`src/rtl/jt49_pkg.sv`:
```
// Shared definitions for the JT49 PSG: register map, field positions and volume table.
package jt49_pkg;

   localparam int NumRegs = 16;

   localparam logic [3:0] RegToneAL   = 4'd0;
   localparam logic [3:0] RegToneAH   = 4'd1;
   localparam logic [3:0] RegToneBL   = 4'd2;
   localparam logic [3:0] RegToneBH   = 4'd3;
   localparam logic [3:0] RegToneCL   = 4'd4;
   localparam logic [3:0] RegToneCH   = 4'd5;
   localparam logic [3:0] RegNoise    = 4'd6;
   localparam logic [3:0] RegMixer    = 4'd7;
   localparam logic [3:0] RegAmpA     = 4'd8;
   localparam logic [3:0] RegAmpB     = 4'd9;
   localparam logic [3:0] RegAmpC     = 4'd10;
   localparam logic [3:0] RegEnvLo    = 4'd11;
   localparam logic [3:0] RegEnvHi    = 4'd12;
   localparam logic [3:0] RegEnvShape = 4'd13;
   localparam logic [3:0] RegIoA      = 4'd14;
   localparam logic [3:0] RegIoB      = 4'd15;

   localparam int unsigned ShapeCont = 3;
   localparam int unsigned ShapeAtt  = 2;
   localparam int unsigned ShapeAlt  = 1;
   localparam int unsigned ShapeHold = 0;
   localparam int unsigned MixIoA    = 6;
   localparam int unsigned MixIoB    = 7;
   localparam int unsigned AmpEnvBit = 4;

   // 1.5 dB per step, entry 31 first
   localparam logic [31:0][7:0] VolTable = {
      8'd255, 8'd215, 8'd181, 8'd152, 8'd128, 8'd108, 8'd90, 8'd76,
      8'd64,  8'd54,  8'd45,  8'd38,  8'd32,  8'd27,  8'd23, 8'd19,
      8'd16,  8'd14,  8'd11,  8'd10,  8'd8,   8'd7,   8'd6,  8'd5,
      8'd4,   8'd3,   8'd3,   8'd2,   8'd2,   8'd2,   8'd1,  8'd0
   };

   function automatic logic [7:0] reg_mask(input logic [3:0] idx);
      case (idx)
         RegToneAH, RegToneBH, RegToneCH, RegEnvShape: return 8'h0F;
         RegNoise, RegAmpA, RegAmpB, RegAmpC:          return 8'h1F;
         default:                                      return 8'hFF;
      endcase
   endfunction

   function automatic logic [7:0] chan_vol(input logic gate, input logic [4:0] amp,
                                           input logic [4:0] env_lvl);
      logic [4:0] idx;
      if (amp[AmpEnvBit])        idx = env_lvl;
      else if (amp[3:0] == 4'd0) idx = 5'd0;
      else                       idx = {amp[3:0], 1'b1};
      return gate ? VolTable[idx] : 8'd0;
   endfunction

endpackage

```
`src/rtl/jt49_tone_ch.sv`:
```
// One square-wave tone channel: 12-bit period counter that toggles the output on wrap.
module jt49_tone_ch
   import jt49_pkg::*;
(
   input  logic        clk,
   input  logic        rst_n,
   input  logic        step_i,
   input  logic [11:0] period_i,
   output logic        tone_o
);

   logic [11:0] cnt_q, cnt_d, cnt_inc, per_eff;
   logic        tone_q, tone_d;

   always_comb begin
      per_eff = (period_i == 12'd0) ? 12'd1 : period_i;
      cnt_inc = cnt_q + 12'd1;
      cnt_d   = cnt_q;
      tone_d  = tone_q;
      if (step_i) begin
         // >= so a shortened period takes effect without a full wrap
         if (cnt_inc >= per_eff) begin
            cnt_d  = 12'd0;
            tone_d = ~tone_q;
         end else begin
            cnt_d = cnt_inc;
         end
      end
   end

   always_ff @(posedge clk or negedge rst_n) begin
      if (!rst_n) begin
         cnt_q  <= 12'd0;
         tone_q <= 1'b0;
      end else begin
         cnt_q  <= cnt_d;
         tone_q <= tone_d;
      end
   end

   assign tone_o = tone_q;

endmodule

```
`src/rtl/jt49.sv`:
```
// JT49 programmable sound generator: register file, tone/noise/envelope generators, mixer.
module jt49
   import jt49_pkg::*;
(
   input  logic       clk,
   input  logic       rst_n,
   input  logic       clk_en,
   input  logic [3:0] addr,
   input  logic [7:0] din,
   output logic [7:0] dout,
   input  logic       wr_n,
   input  logic       cs_n,
   input  logic       sel,
   output logic [7:0] A,
   output logic [7:0] B,
   output logic [7:0] C,
   output logic [9:0] sound,
   output logic       sample,
   input  logic [7:0] IOA_in,
   input  logic [7:0] IOB_in,
   output logic [7:0] IOA_out,
   output logic [7:0] IOB_out
);

   logic [7:0]  regs_q [NumRegs];
   logic [7:0]  regs_d [NumRegs];
   logic        wr_en, tick, tone_step, noise_step;
   logic        div_q, div_d;
   logic [3:0]  pre_q, pre_d;
   logic [4:0]  noise_cnt_q, noise_cnt_d, noise_per;
   logic [16:0] lfsr_q, lfsr_d;
   logic [15:0] env_cnt_q, env_cnt_d, env_per, env_inc;
   logic [4:0]  env_step_q, env_step_d, env_lvl;
   logic        env_hold_q, env_hold_d, env_inv_q, env_inv_d;
   logic [7:0]  a_q, a_d, b_q, b_d, c_q, c_d;
   logic [9:0]  sound_q, sound_d;
   logic        sample_q;
   logic [2:0]  tone;
   logic [7:0]  mix;
   logic [3:0]  shape;

   assign wr_en      = ~cs_n & ~wr_n;
   assign tick       = clk_en & (sel | div_q);
   assign tone_step  = tick & (pre_q[2:0] == 3'd7);
   assign noise_step = tick & (pre_q == 4'hF);
   assign mix        = regs_q[RegMixer];
   assign shape      = regs_q[RegEnvShape][3:0];

   jt49_tone_ch u_tone_a (
      .clk     (clk),
      .rst_n   (rst_n),
      .step_i  (tone_step),
      .period_i({regs_q[RegToneAH][3:0], regs_q[RegToneAL]}),
      .tone_o  (tone[0])
   );

   jt49_tone_ch u_tone_b (
      .clk     (clk),
      .rst_n   (rst_n),
      .step_i  (tone_step),
      .period_i({regs_q[RegToneBH][3:0], regs_q[RegToneBL]}),
      .tone_o  (tone[1])
   );

   jt49_tone_ch u_tone_c (
      .clk     (clk),
      .rst_n   (rst_n),
      .step_i  (tone_step),
      .period_i({regs_q[RegToneCH][3:0], regs_q[RegToneCL]}),
      .tone_o  (tone[2])
   );

   always_comb begin
      regs_d = regs_q;
      if (wr_en) regs_d[addr] = din & reg_mask(addr);
   end

   always_comb begin
      div_d       = clk_en ? ~div_q : div_q;
      pre_d       = tick ? pre_q + 4'd1 : pre_q;
      noise_per   = (regs_q[RegNoise][4:0] == 5'd0) ? 5'd1 : regs_q[RegNoise][4:0];
      noise_cnt_d = noise_cnt_q;
      lfsr_d      = lfsr_q;
      if (noise_step) begin
         if (noise_cnt_q + 5'd1 >= noise_per) begin
            noise_cnt_d = 5'd0;
            lfsr_d      = {lfsr_q[0] ^ lfsr_q[3], lfsr_q[16:1]};
         end else begin
            noise_cnt_d = noise_cnt_q + 5'd1;
         end
      end
   end

   // Level direction is ATT flipped by env_inv_q; end-of-cycle actions only touch inv/hold/step
   always_comb begin
      env_lvl    = (shape[ShapeAtt] ^ env_inv_q) ? env_step_q : ~env_step_q;
      env_per    = {regs_q[RegEnvHi], regs_q[RegEnvLo]};
      env_per    = (env_per == 16'd0) ? 16'd1 : env_per;
      env_inc    = env_cnt_q + 16'd1;
      env_cnt_d  = env_cnt_q;
      env_step_d = env_step_q;
      env_hold_d = env_hold_q;
      env_inv_d  = env_inv_q;
      if (tone_step && !env_hold_q) begin
         if (env_inc >= env_per) begin
            env_cnt_d = 16'd0;
            if (env_step_q != 5'd31) begin
               env_step_d = env_step_q + 5'd1;
            end else if (!shape[ShapeCont]) begin
               env_hold_d = 1'b1;
               env_inv_d  = shape[ShapeAtt];
            end else if (shape[ShapeHold]) begin
               env_hold_d = 1'b1;
               env_inv_d  = env_inv_q ^ shape[ShapeAlt];
            end else if (shape[ShapeAlt]) begin
               env_inv_d  = ~env_inv_q;
               env_step_d = 5'd0;
            end else begin
               env_step_d = 5'd0;
            end
         end else begin
            env_cnt_d = env_inc;
         end
      end
      if (wr_en && addr == RegEnvShape) begin
         env_cnt_d  = 16'd0;
         env_step_d = 5'd0;
         env_hold_d = 1'b0;
         env_inv_d  = 1'b0;
      end
   end

   always_comb begin
      a_d     = a_q;
      b_d     = b_q;
      c_d     = c_q;
      sound_d = sound_q;
      if (tick) begin
         a_d = chan_vol((tone[0] | mix[0]) & (lfsr_q[0] | mix[3]), regs_q[RegAmpA][4:0], env_lvl);
         b_d = chan_vol((tone[1] | mix[1]) & (lfsr_q[0] | mix[4]), regs_q[RegAmpB][4:0], env_lvl);
         c_d = chan_vol((tone[2] | mix[2]) & (lfsr_q[0] | mix[5]), regs_q[RegAmpC][4:0], env_lvl);
         sound_d = {2'b00, a_d} + {2'b00, b_d} + {2'b00, c_d};
      end
   end

   always_comb begin
      dout = regs_q[addr];
      if (addr == RegIoA && !mix[MixIoA]) dout = IOA_in;
      if (addr == RegIoB && !mix[MixIoB]) dout = IOB_in;
   end

   always_ff @(posedge clk or negedge rst_n) begin
      if (!rst_n) begin
         for (int i = 0; i < NumRegs; i++) regs_q[i] <= 8'd0;
         div_q       <= 1'b0;
         pre_q       <= 4'd0;
         noise_cnt_q <= 5'd0;
         lfsr_q      <= 17'd1;
         env_cnt_q   <= 16'd0;
         env_step_q  <= 5'd0;
         env_hold_q  <= 1'b0;
         env_inv_q   <= 1'b0;
         a_q         <= 8'd0;
         b_q         <= 8'd0;
         c_q         <= 8'd0;
         sound_q     <= 10'd0;
         sample_q    <= 1'b0;
      end else begin
         regs_q      <= regs_d;
         div_q       <= div_d;
         pre_q       <= pre_d;
         noise_cnt_q <= noise_cnt_d;
         lfsr_q      <= lfsr_d;
         env_cnt_q   <= env_cnt_d;
         env_step_q  <= env_step_d;
         env_hold_q  <= env_hold_d;
         env_inv_q   <= env_inv_d;
         a_q         <= a_d;
         b_q         <= b_d;
         c_q         <= c_d;
         sound_q     <= sound_d;
         sample_q    <= tick;
      end
   end

   assign A       = a_q;
   assign B       = b_q;
   assign C       = c_q;
   assign sound   = sound_q;
   assign sample  = sample_q;
   assign IOA_out = regs_q[RegIoA];
   assign IOB_out = regs_q[RegIoB];

endmodule

```
`config.mk`:
```
export PLATFORM = sky130hd
export DESIGN_NAME = jt49
export DESIGN_NICKNAME = d
export VERILOG_FILES = /design/src/rtl/jt49_pkg.sv /design/src/rtl/jt49_tone_ch.sv /design/src/rtl/jt49.sv
export SDC_FILE = /design/constraint.sdc
export NUM_CORES = 1
export LEC_CHECK = 0
export CAP_MARGIN = 10
export CORE_AREA = 2 2 252 254
export CTS_CLUSTER_SIZE = 12
export DETAILED_ROUTE_END_ITERATION = 8
export DIE_AREA = 0 0 254 256
export GPL_TIMING_DRIVEN = 0
export PLACE_DENSITY = 0.39
export SLEW_MARGIN = 20
export SYNTH_ARGS = -nofsm -noshare
export SYNTH_HDL_FRONTEND = slang
export SYNTH_HIERARCHICAL = 1
export SYNTH_SLANG_ARGS = --single-unit
export TNS_END_PERCENT = 50
```
`constraint.sdc`:
```
create_clock -name clk -period 7.44 [get_ports clk]
set_input_delay 2.232 -clock clk [delete_from_list [all_inputs] [get_ports clk]]
set_output_delay 2.232 -clock clk [all_outputs]
set_load 0.005 [all_outputs]
```
==> parameters.txt <==
Parameter                              Value

Clock network
  CTS Root Buffer Type ... clkbuf_16
  Clock transition at the register clock pins on the worst setup and hold paths after CTS ... 0.05 ns
  Clock insertion delay at the later pin of the skew report ... 0.55 ns
  TritonCTS Buffers ... 35
  Post-cts hold buffer count ... 0
  H-tree Lvls ... 2
  Number of clock sinks ... around 250
  Maximum buffer depth of the clock tree ... 3
  TritonCTS clock tree ... built
  Number of setup buffers added after CTS ... 0

Power
  Total power after layout ... 5.61 mW
  Power per standard cell area ... 291 nW/um^2
  Peak VDD IR ... around 0.00014 V
  Lkg Pwr ... 8.47 nW

Route
  Detailed Routing Iterations Pass 1 ... 5
  First-iteration detailed-routing DRC count ... 870
  Residual DRC ... 0
  Vias/cell ... 4.72
  Final routed wire length divided by cell count ... 18.9 um
  Count of antenna-violating nets left after detailed routing ... 0
  Vias after detailed routing ... 12,600
  Aggregate routed wire length ... ~50 mm

Floorplanning
  Area of the core region ... 62,400 um^2
  Core Rows ... just over 90
  Effective utilization at floorplan ... 25.7%
  Die extent in y ... 256 um
  Die extent in x ... 254 um
  Floorplan die area ... 65,000 um^2
  Top Ports ... 93

Synth
  Synthesized instance count ... 1,654
  Mean cell area of the mapped netlist ... 9.68 um^2
  Net Count, Synth ... 1,790
  Area contributors post-synth ... dfrtp_1 (39%), ha_1 (7.3%), mux2_2 (5.6%)
  Top cell type by total area after synthesis ... dfrtp_1
  Top FF cell, synth ... dfrtp_1
  FFs w/ async S/R, synth ... 100%
  Post-synth cell types ... 89
  Mapped cell area ... 16,000 um^2
  Count of yosys warnings during synthesis ... 6
  Top-area cell type share of the netlist area ... 39.2%
  Total of flip-flops plus latches after synthesis ... 252
  Sequential-to-total area share from yosys stat ... 39.4%
  Number of synthesized flops with an enable pin ... 0

Setup path
  Largest fanout on the critical path ... 10
  Worst setup SP type ... input port
  Crit end category ... output port
  Data required time at the worst endpoint ... 5.21 ns
  Critical path data arrival time ... 5.11 ns
  Worst Setup Path Type ... in -> out

Timing
  Final hold violation count ... 0
  Max-slew violation count ... 0
  Final critical-path share of the clock period ... 98.7%
  RSZ-0062 raised after global routing ... no
  Clock period minus final worst setup slack ... 7.34 ns
  Slew of the pin with the lowest slew margin ... between 0.9 and 1 ns
  Highest Clock Rate ... 136 MHz
  Setup violations, final ... 0
  Final sum of negative setup slack ... 0 ns
  Relative slew margins ... 38.7%
  Largest clock skew in the final design ... ~0.0092 ns

GRT
  Total congestion overflow after global routing ... 0
  Global-route wire length before repair ... 78.8 mm
  Via count of the first global-routing pass ... around 13,000
  Initial antenna violation count ... 2
  Total routing resource utilization after global routing ... between 10% and 20%
  Largest net degree at the start of global routing ... 92

Place
  Placed cell count ... 2,593
  Placed Instance Area ... approximately 18,000 um^2
  Half-perimeter wire length of the detailed placement result ... 37.9 mm
  Routability congestion estimate ... 0.837
  Number of port buffers ... 90

Final layout
  Total number of nets in the final design ... 1,920
  Final non-filler cell total ... 2,658
  Final core area utilization ... 31.0%
  Final std cell area, no fill ... slightly below 20,000 um^2
  Proportion of layout cells with a drive suffix above 1 ... around 15%
  Post-synthesis to final-layout area growth ... 20.7%

Run status
  Status ... finished clean

Min path
  Min-delay worst type ... reg -> reg

Run
  Max-cap violations ... 0
cell usage after synthesis (6+ instances only):
library cell,n
a31o_1,11
nand3_1,45
inv_1,113
nand2b_1,25
a21oi_1,78
o21ai_1,6
xnor2_1,36
xor2_1,26
nor2b_1,17
nor3_1,31
buf_1,6
clkbuf_1,57
nand4_1,15
o211ai_1,12
a31o_2,6
nor2_1,95
dfrtp_1,251
mux2i_1,26
buf_2,17
o21a_1,8
o21ai_0,112
nor4_1,11
or2_2,8
o22ai_1,24
a31oi_1,7
mux4_2,40
a21o_1,17
a21oi_2,6
and3_1,13
fa_1,9
nor3b_1,11
o31ai_1,10
nand2_1,216
mux2_2,80
buf_4,17
ha_1,93
critical path, cell delays in order:
cell and delay, ns:
clkdlybuf4s50_1 0.60, clkbuf_4 0.26, clkbuf_4 0.27, mux4_2 0.38, mux4_2 0.51, mux2i_4 0.22, a21oi_2 0.14, clkdlybuf4s50_1 0.49
timing repair:
item / 4_1_cts / 5_1_grt
endpoints found under the setup margin: 8 / 1
resized for setup: 23 / 1
gates cloned: 0 / 0
metrics by stage:
step           worst slack [ns]  hold WS, ns
6_report                 0.0986        0.472
5_1_grt                  0.0282        0.495
4_1_cts                 0.00894        0.476
3_5_place_dp             -0.887        0.463
3_3_place_gp              -7.80        0.457
2_1_floorplan              1.17        0.442
cells in the final DEF, fill, tap and decap left out, types with 15 or more instances in the layout:
cell type / instances
nand2_1: 216
mux2_2: 80
mux2i_1: 23
o21ai_0: 112
nor3_1: 31
clkdlybuf4s50_1: 88
ha_1: 93
nand2b_1: 25
nor2_1: 95
buf_2: 15
a21oi_1: 77
xnor2_1: 36
clkbuf_16: 36
buf_4: 18
xor2_1: 26
o22ai_1: 24
nor2b_1: 17
mux4_2: 40
nand4_1: 15
dfrtp_1: 251
clkbuf_1: 62
a21o_1: 17
nand3_1: 45
inv_1: 113
flip-flops by register name, indices dropped and copies added, names as in the netlist, 4 cells and up:
register        count
regs_q            104
lfsr_q             17
env_cnt_q          16
u_tone_a/cnt_q     12
u_tone_b/cnt_q     12
u_tone_c/cnt_q     12
sound              10
A                   8
B                   8
C                   8
IOA_out             8
IOB_out             8
mix                 8
env_step_q          5
noise_cnt_q         5
pre_q               4
area by class of cell:
type,count,area (um^2)
well taps,846,1060
diodes,1,2.50
repair buffers,93,987
clock inverters,15,218
plain buffers,99,514
clock buffers,49,980
inverters,117,439
flip-flops and latches,252,6310
multi-input cells,1186,8810
fillers,6538,43100
cell families after synthesis:
group	after synthesis	synth area share [%]
simple gates	513	15.0
compound gates	355	14.2
fa+ha+maj	102	8.40
flops	252	39.4
buf+inv	216	5.69
mux	147	13.0
xor+xnor	69	4.38
path summary, 6_finish.rpt:
check | startpoint | endpoint | slack (ns) | cells past startpoint
worst max-delay path | addr[1] | dout[2] | 0.1 | 8
worst min-delay path | sound[0] | sound[0] | 0.47 | 2
worst max register to register | env_step_q[0] | sound[9] | 2.44 | 20
worst min register to register | sound[0] | sound[0] | 0.47 | 2
max in group asynchronous | rst_n | A[0] | 4.66 | 3
min in group asynchronous | rst_n | u_tone_b/cnt_q[4] | 1.59 | 1
where the power goes:
group | leakage [nW] | total (mW) | switching, mW | internal (mW)
Sequential | 3.28 | 1.89 | 0.274 | 1.62
Clock | 0.587 | 1.78 | 0.681 | 1.10
Combinational | 4.60 | 1.94 | 1.08 | 0.864
metal layers:
layer / vias up / share of wire, % / GRT usage (%) / wire length [um]
met1: 6130 / 50 / 22.8 / 24900
met4: 2 / 2.0 / 3.76 / 1010
met5: - / 0.026 / 0 / 13
li1: 6120 / - / - / -
met2: 243 / 44 / 24.3 / 22300
met3: 58 / 3.9 / 2.45 / 1960
Note: power is estimated with default switching activity, not from simulation.
